--- src/rtl/step_sched_pkg.sv ---
// Shared types for the step scheduler: requester command encoding, scheduler states,
// and the command-count width.
package step_sched_pkg;

  localparam int unsigned CntW = 4;

  typedef enum logic [1:0] {
    CmdStepN   = 2'b00,
    CmdRestart = 2'b01,
    CmdLoop    = 2'b10,
    CmdRsvd    = 2'b11
  } cmd_e;

  typedef enum logic [1:0] {
    StIdle = 2'b00,
    StRun  = 2'b01,
    StDone = 2'b10
  } state_e;

endpackage

--- src/rtl/step_scheduler_if.sv ---
// Requester-side bus of the step scheduler: two requesters, each with command and count,
// plus grant/done/err/busy returned by the scheduler.
interface step_scheduler_if;
  import step_sched_pkg::*;

  logic [1:0]      req;
  logic [1:0]      cmd0;
  logic [1:0]      cmd1;
  logic [CntW-1:0] cnt0;
  logic [CntW-1:0] cnt1;
  logic [1:0]      gnt;
  logic [1:0]      done;
  logic            err;
  logic            busy;

  modport master (
    output req, cmd0, cmd1, cnt0, cnt1,
    input  gnt, done, err, busy
  );

  modport slave (
    input  req, cmd0, cmd1, cnt0, cnt1,
    output gnt, done, err, busy
  );

endinterface

--- src/rtl/rr_arb2.sv ---
// Two-way round-robin arbiter: combinational one-hot grant, pointer moves past the
// winner whenever a grant is taken.
module rr_arb2 (
  input  logic       clk,
  input  logic       rst,
  input  logic [1:0] req,
  input  logic       update,
  output logic [1:0] gnt
);

  // ptr_q set means requester 1 has priority on a tie.
  logic ptr_q;

  always_comb begin
    gnt = 2'b00;
    unique case (req)
      2'b01:   gnt = 2'b01;
      2'b10:   gnt = 2'b10;
      2'b11:   gnt = ptr_q ? 2'b10 : 2'b01;
      default: gnt = 2'b00;
    endcase
  end

  always_ff @(posedge clk or posedge rst) begin
    if (rst) begin
      ptr_q <= 1'b0;
    end else if (update && (gnt != 2'b00)) begin
      ptr_q <= gnt[0];
    end
  end

endmodule

--- src/rtl/step_scheduler.sv ---
// Arbitrates two requesters and sequences the external five-state step FSM through
// STEP_N / RESTART / LOOP services, reporting completion and abnormal ends.
module step_scheduler
  import step_sched_pkg::*;
(
  input  logic             clk,
  input  logic             rst,
  step_scheduler_if.slave  bus,
  output logic             fsm_restart,
  output logic             fsm_pause,
  output logic             fsm_goto_third,
  input  logic             fsm_terminal
);

  state_e          state_q;
  cmd_e            cur_cmd_q;
  logic [CntW-1:0] rem_q;
  logic [1:0]      gnt_q;
  logic [1:0]      done_q;
  logic            err_q;

  logic [1:0]      arb_gnt;
  logic            arb_take;
  logic            in_run;
  logic            run_end;
  logic            run_err;

  assign in_run   = (state_q == StRun);
  assign arb_take = (state_q == StIdle) && (bus.req != 2'b00);

  rr_arb2 u_arb (
    .clk    (clk),
    .rst    (rst),
    .req    (bus.req),
    .update (arb_take),
    .gnt    (arb_gnt)
  );

  // Step-FSM controls depend on fsm_terminal in the same cycle, so they stay combinational.
  always_comb begin
    fsm_pause      = !(in_run && (cur_cmd_q == CmdStepN) && (rem_q != '0) && !fsm_terminal);
    fsm_restart    = in_run && (cur_cmd_q == CmdRestart);
    fsm_goto_third = in_run && (cur_cmd_q == CmdLoop) && fsm_terminal;
  end

  always_comb begin
    run_end = 1'b0;
    run_err = 1'b0;
    unique case (cur_cmd_q)
      CmdStepN: begin
        // Last advance, empty count, or early stop at the terminal state.
        run_end = (rem_q == '0) || (rem_q == CntW'(1)) || fsm_terminal;
        run_err = (rem_q != '0) && fsm_terminal;
      end
      CmdRestart: begin
        run_end = 1'b1;
      end
      CmdLoop: begin
        run_end = 1'b1;
        run_err = !fsm_terminal;
      end
      default: begin
        run_end = 1'b1;
        run_err = 1'b1;
      end
    endcase
  end

  always_ff @(posedge clk or posedge rst) begin
    if (rst) begin
      state_q   <= StIdle;
      cur_cmd_q <= CmdStepN;
      rem_q     <= '0;
      gnt_q     <= 2'b00;
      done_q    <= 2'b00;
      err_q     <= 1'b0;
    end else begin
      done_q <= 2'b00;
      err_q  <= 1'b0;
      unique case (state_q)
        StIdle: begin
          if (arb_take) begin
            gnt_q     <= arb_gnt;
            cur_cmd_q <= arb_gnt[1] ? cmd_e'(bus.cmd1) : cmd_e'(bus.cmd0);
            rem_q     <= arb_gnt[1] ? bus.cnt1 : bus.cnt0;
            state_q   <= StRun;
          end
        end
        StRun: begin
          if (!fsm_pause) begin
            rem_q <= rem_q - CntW'(1);
          end
          if (run_end) begin
            state_q <= StDone;
            done_q  <= gnt_q;
            err_q   <= run_err;
          end
        end
        StDone: begin
          gnt_q   <= 2'b00;
          state_q <= StIdle;
        end
        default: begin
          gnt_q   <= 2'b00;
          state_q <= StIdle;
        end
      endcase
    end
  end

  assign bus.gnt  = gnt_q;
  assign bus.done = done_q;
  assign bus.err  = err_q;
  assign bus.busy = (state_q != StIdle);

endmodule
--- src/flat_wrapper.sv ---
// flat-port wrapper written by rule: the top's interface ports become plain ports
module step_scheduler_flat import step_sched_pkg::*;
  (clk, rst, fsm_restart, fsm_pause, fsm_goto_third, fsm_terminal, bus_req, bus_cmd0, bus_cmd1, bus_cnt0, bus_cnt1, bus_gnt, bus_done, bus_err, bus_busy);
  step_scheduler_if bus_i ();
  input  logic clk;
  input  logic rst;
  output logic fsm_restart;
  output logic fsm_pause;
  output logic fsm_goto_third;
  input  logic fsm_terminal;
  input wire logic [$bits(bus_i.req)-1:0] bus_req;
  input wire logic [$bits(bus_i.cmd0)-1:0] bus_cmd0;
  input wire logic [$bits(bus_i.cmd1)-1:0] bus_cmd1;
  input wire logic [$bits(bus_i.cnt0)-1:0] bus_cnt0;
  input wire logic [$bits(bus_i.cnt1)-1:0] bus_cnt1;
  output wire logic [$bits(bus_i.gnt)-1:0] bus_gnt;
  output wire logic [$bits(bus_i.done)-1:0] bus_done;
  output wire logic [$bits(bus_i.err)-1:0] bus_err;
  output wire logic [$bits(bus_i.busy)-1:0] bus_busy;
  assign bus_i.req = bus_req;
  assign bus_i.cmd0 = bus_cmd0;
  assign bus_i.cmd1 = bus_cmd1;
  assign bus_i.cnt0 = bus_cnt0;
  assign bus_i.cnt1 = bus_cnt1;
  assign bus_gnt = bus_i.gnt;
  assign bus_done = bus_i.done;
  assign bus_err = bus_i.err;
  assign bus_busy = bus_i.busy;
  step_scheduler u_core (.clk(clk), .rst(rst), .bus(bus_i), .fsm_restart(fsm_restart), .fsm_pause(fsm_pause), .fsm_goto_third(fsm_goto_third), .fsm_terminal(fsm_terminal));
endmodule
--- config.mk ---
export PLATFORM = sky130hd
export DESIGN_NAME = step_scheduler_flat
export DESIGN_NICKNAME = d
export VERILOG_FILES = /design/src/rtl/step_sched_pkg.sv /design/src/rtl/step_scheduler_if.sv /design/src/rtl/rr_arb2.sv /design/src/rtl/step_scheduler.sv /design/src/flat_wrapper.sv
export SDC_FILE = /design/constraint.sdc
export NUM_CORES = 1
export LEC_CHECK = 0
export ABC_AREA = 1
export CORE_UTILIZATION = 30
export CTS_CLUSTER_DIAMETER = 40
export CTS_CLUSTER_SIZE = 40
export DETAILED_ROUTE_END_ITERATION = 7
export PLACE_DENSITY = 0.55
export SYNTH_ARGS = -nofsm -noshare
export SYNTH_HDL_FRONTEND = slang
export SYNTH_HIERARCHICAL = 1
export SYNTH_SLANG_ARGS = --single-unit
--- constraint.sdc ---
create_clock -name clk -period 2.4 [get_ports clk]
set_clock_uncertainty 0.1 [all_clocks]
set_input_delay 0.48 -clock clk [delete_from_list [all_inputs] [get_ports clk]]
set_output_delay 0.48 -clock clk [all_outputs]
set_load 0.01 [all_outputs]
==> qor.yml <==
status: "complete, no violations"
ys_warnings: 6
globalRouteOverflowTotal: 0
synth.lib_cells_used.distinct: 22
nFillCells: 261
grt_start_max_net_pins: 14
worst_setup_path_end_kind: "output port"
mostFrequentLayoutCell: "sky130_fd_sc_hd__nand2_1"
root_driver: "sky130_fd_sc_hd__clkbuf_4"
drt-initial-drc-count: 16
design.portCount: 26
worst_slew_pin_slew_ps: 499.3
postRouteAntennaNets: 0
timing_max_transition_violations_final: 0
post-route-drc-count: 0
post-layout-total-power_w: 0.001257
ys_seq_area_share_pct: 42.30
detailroute.via_count: 808
cts.repair.resized: 1
power_density_mw_per_mm2: 1070
clk_pin_slew_ps: 90
routabilityCongestion: 0.8069
worstPathArrival_ps: 1660
critical_path_required_ps: 1820
cts_tree: "done"
maxCapViolCount: 0
start_kind: "flop"
floorplan.die_area_sq_mm: 0.002975
finalSetupViolations: 0
worst_slew_margin_rel_pct: 66.68
dr_pass1_iterations: 4
grt_usage_pct: 15.38
num_rows: 18
setup_repair_after_global_routing_missed_its_margin: "no"
clock_latency_ps: 280
die_width_microns: 54.55
final-hold-violation-count: 0
area_of_the_multi_input_gates_sq_um: 405.4
most-common-layout-cells: "sky130_fd_sc_hd__nand2_1, sky130_fd_sc_hd__clkdlybuf4s50_1, sky130_fd_sc_hd__inv_1, sky130_fd_sc_hd__dfrtp_1, sky130_fd_sc_hd__nor2_1"
post_cts.repair.setup_buffers: 0
syn_avg_cell_area_sq_um: 7.462
first_global_vias: 711
layout_worst_path_cycle_share_pct: 93.44
cts_made_buffers: 3
die_extent_in_y_microns: 54.55
syn-num-nets: 130
yosys_register_bits: 14
antenna_violations_before_repair: 0
cts_sinks: 14
flow.area_growth_from_synthesis_pct: 41.84
cell_area_after_technology_mapping_sq_um: 828.3
drive_above_1_share_pct: 9.929
area.sequential_sq_um: 350.3
floorplan.initialDensity_pct: 32.55
coreArea_sq_mm: 0.002545
leakage_nw: 0.5763
type_of_the_setup_path_with_the_least_slack: "reg -> out"
ctsHoldBuffers: 0
crit_fanout: 6
cts_max_path_buffers: 2
h-tree-depth: 1
placement.io_buffers: 25
num-nets-final: 161
tns_ps: 0
maxClockFrequency_mhz: 445.9
antennaDiodeCount: 0
detail_route.wl_per_cell_microns: 10.96
totalWireLength_microns: 1875
postSynthCellCount: 111
holdCritPathClass: "in -> async"
avg_vias_per_cell: 4.725
irDropWorstVdd_mv: 0.5810
grt_pass1_wl_microns: 3167
dp.final_hpwl_microns: 1521
post-route-min-period_ps: 2243
-- cell type report --
cell class	instances	share of cell area, %
Clock buffer	4	3.088
Inverter	20	6.390
Multi-Input combinational cell	76	34.50
Sequential cell	14	29.82
Tap cell	30	3.195
Timing Repair Buffer	27	23.00
-- per-layer routing --
metal  vias up  wire [microns]  GRT usage [%]
met3         0              87          5.833
met1       373             896          20.34
met2        19             890          23.98
met5         -               0              0
li1        416               -              -
met4         0               0          2.564
-- final timing paths --
check                                                  end                           start  slack, ps  cells after the start
hold reg to reg             u_core/u_arb/ptr_q$_DFFE_PP0P_  u_core/u_arb/ptr_q$_DFFE_PP0P_        410                      2
max in group asynchronous  u_core/cur_cmd_q[1]$_DFFE_PP0P_                             rst       1410                      2
setup reg to reg               u_core/rem_q[2]$_DFFE_PP0P_     u_core/rem_q[0]$_DFFE_PP0P_        930                      8
setup / recovery                               fsm_restart   u_core/state_q[1]$_DFFE_PP0P_        160                      4
min in group clk            u_core/u_arb/ptr_q$_DFFE_PP0P_  u_core/u_arb/ptr_q$_DFFE_PP0P_        410                      2
hold / removal              u_core/u_arb/ptr_q$_DFFE_PP0P_                             rst        270                      2
-- state kept, by name, indices dropped and copies added (netlist names) --
signal,cells
u_core/cur_cmd_q,2
u_core/bus.err,1
u_core/rem_q,4
u_core/state_q,2
u_core/bus.gnt,2
u_core/u_arb/ptr_q,1
u_core/bus.done,2
-- kinds of logic after synthesis --
kind of cell               count (synthesis)  synth area share, %
AOI/OAI and AO/OA                         17                11.93
adders and majority gates                  2                3.021
buffers and inverters                     21                9.667
DFF                                       14                42.30
and+or+nand+nor                           57                33.08
-- report_power, final --
part           internal [W]  switching (W)  total, W  leakage [nW]
clock             0.0000923      0.0000820  0.000174        0.0210
sequential         0.000341      0.0000789  0.000420         0.176
combinational      0.000284       0.000379  0.000663         0.379
total              0.000717       0.000540   0.00126         0.576
-- critical path, cell delays in order (launching register included) --
cell	delay, ps
sky130_fd_sc_hd__dfrtp_1	420
sky130_fd_sc_hd__inv_1	80
sky130_fd_sc_hd__nand2_1	150
sky130_fd_sc_hd__nor3_1	170
sky130_fd_sc_hd__clkdlybuf4s50_1	560
-- synthesized netlist by cell type --
master | instances | area (sq um)
sky130_fd_sc_hd__nand2_1 | 26 | 97.59
sky130_fd_sc_hd__inv_1 | 19 | 71.32
sky130_fd_sc_hd__dfrtp_1 | 14 | 350.3
sky130_fd_sc_hd__nor2_1 | 13 | 48.80
sky130_fd_sc_hd__nand3_1 | 10 | 50.05
sky130_fd_sc_hd__o21ai_0 | 9 | 45.04
sky130_fd_sc_hd__a31oi_1 | 2 | 12.51
sky130_fd_sc_hd__ha_1 | 2 | 25.02
sky130_fd_sc_hd__nor2_4 | 2 | 22.52
sky130_fd_sc_hd__nor3_1 | 2 | 10.01
sky130_fd_sc_hd__a21boi_0 | 1 | 7.510
sky130_fd_sc_hd__a21boi_1 | 1 | 7.510
sky130_fd_sc_hd__a21oi_1 | 1 | 5.000
sky130_fd_sc_hd__buf_2 | 1 | 5.000
sky130_fd_sc_hd__inv_2 | 1 | 3.750
sky130_fd_sc_hd__nand2_4 | 1 | 11.26
sky130_fd_sc_hd__nand4_1 | 1 | 6.260
sky130_fd_sc_hd__nand4_4 | 1 | 21.27
sky130_fd_sc_hd__o211ai_1 | 1 | 7.510
sky130_fd_sc_hd__o21bai_1 | 1 | 7.510
sky130_fd_sc_hd__o22ai_1 | 1 | 6.260
sky130_fd_sc_hd__or2_2 | 1 | 6.260
-- stage by stage --
stage | util (%) | std cells | area (sq um) | setup slack [ps] | hold WS, ps
6_report | 46.17 | 171 | 1175 | 157.4 | 268.6
5_1_grt | 46.17 | 171 | 1175 | 14.46 | 259.9
4_1_cts | 45.87 | 171 | 1167 | 7.025 | 262.1
3_5_place_dp | 44.25 | 167 | 1126 | 21.81 | 393.1
3_3_place_gp | 44.25 | 167 | 1126 | 12.54 | 381.3
2_1_floorplan | - | 111 | 828.3 | 873.8 | 108.7
Note: power is estimated with default switching activity, not from simulation.
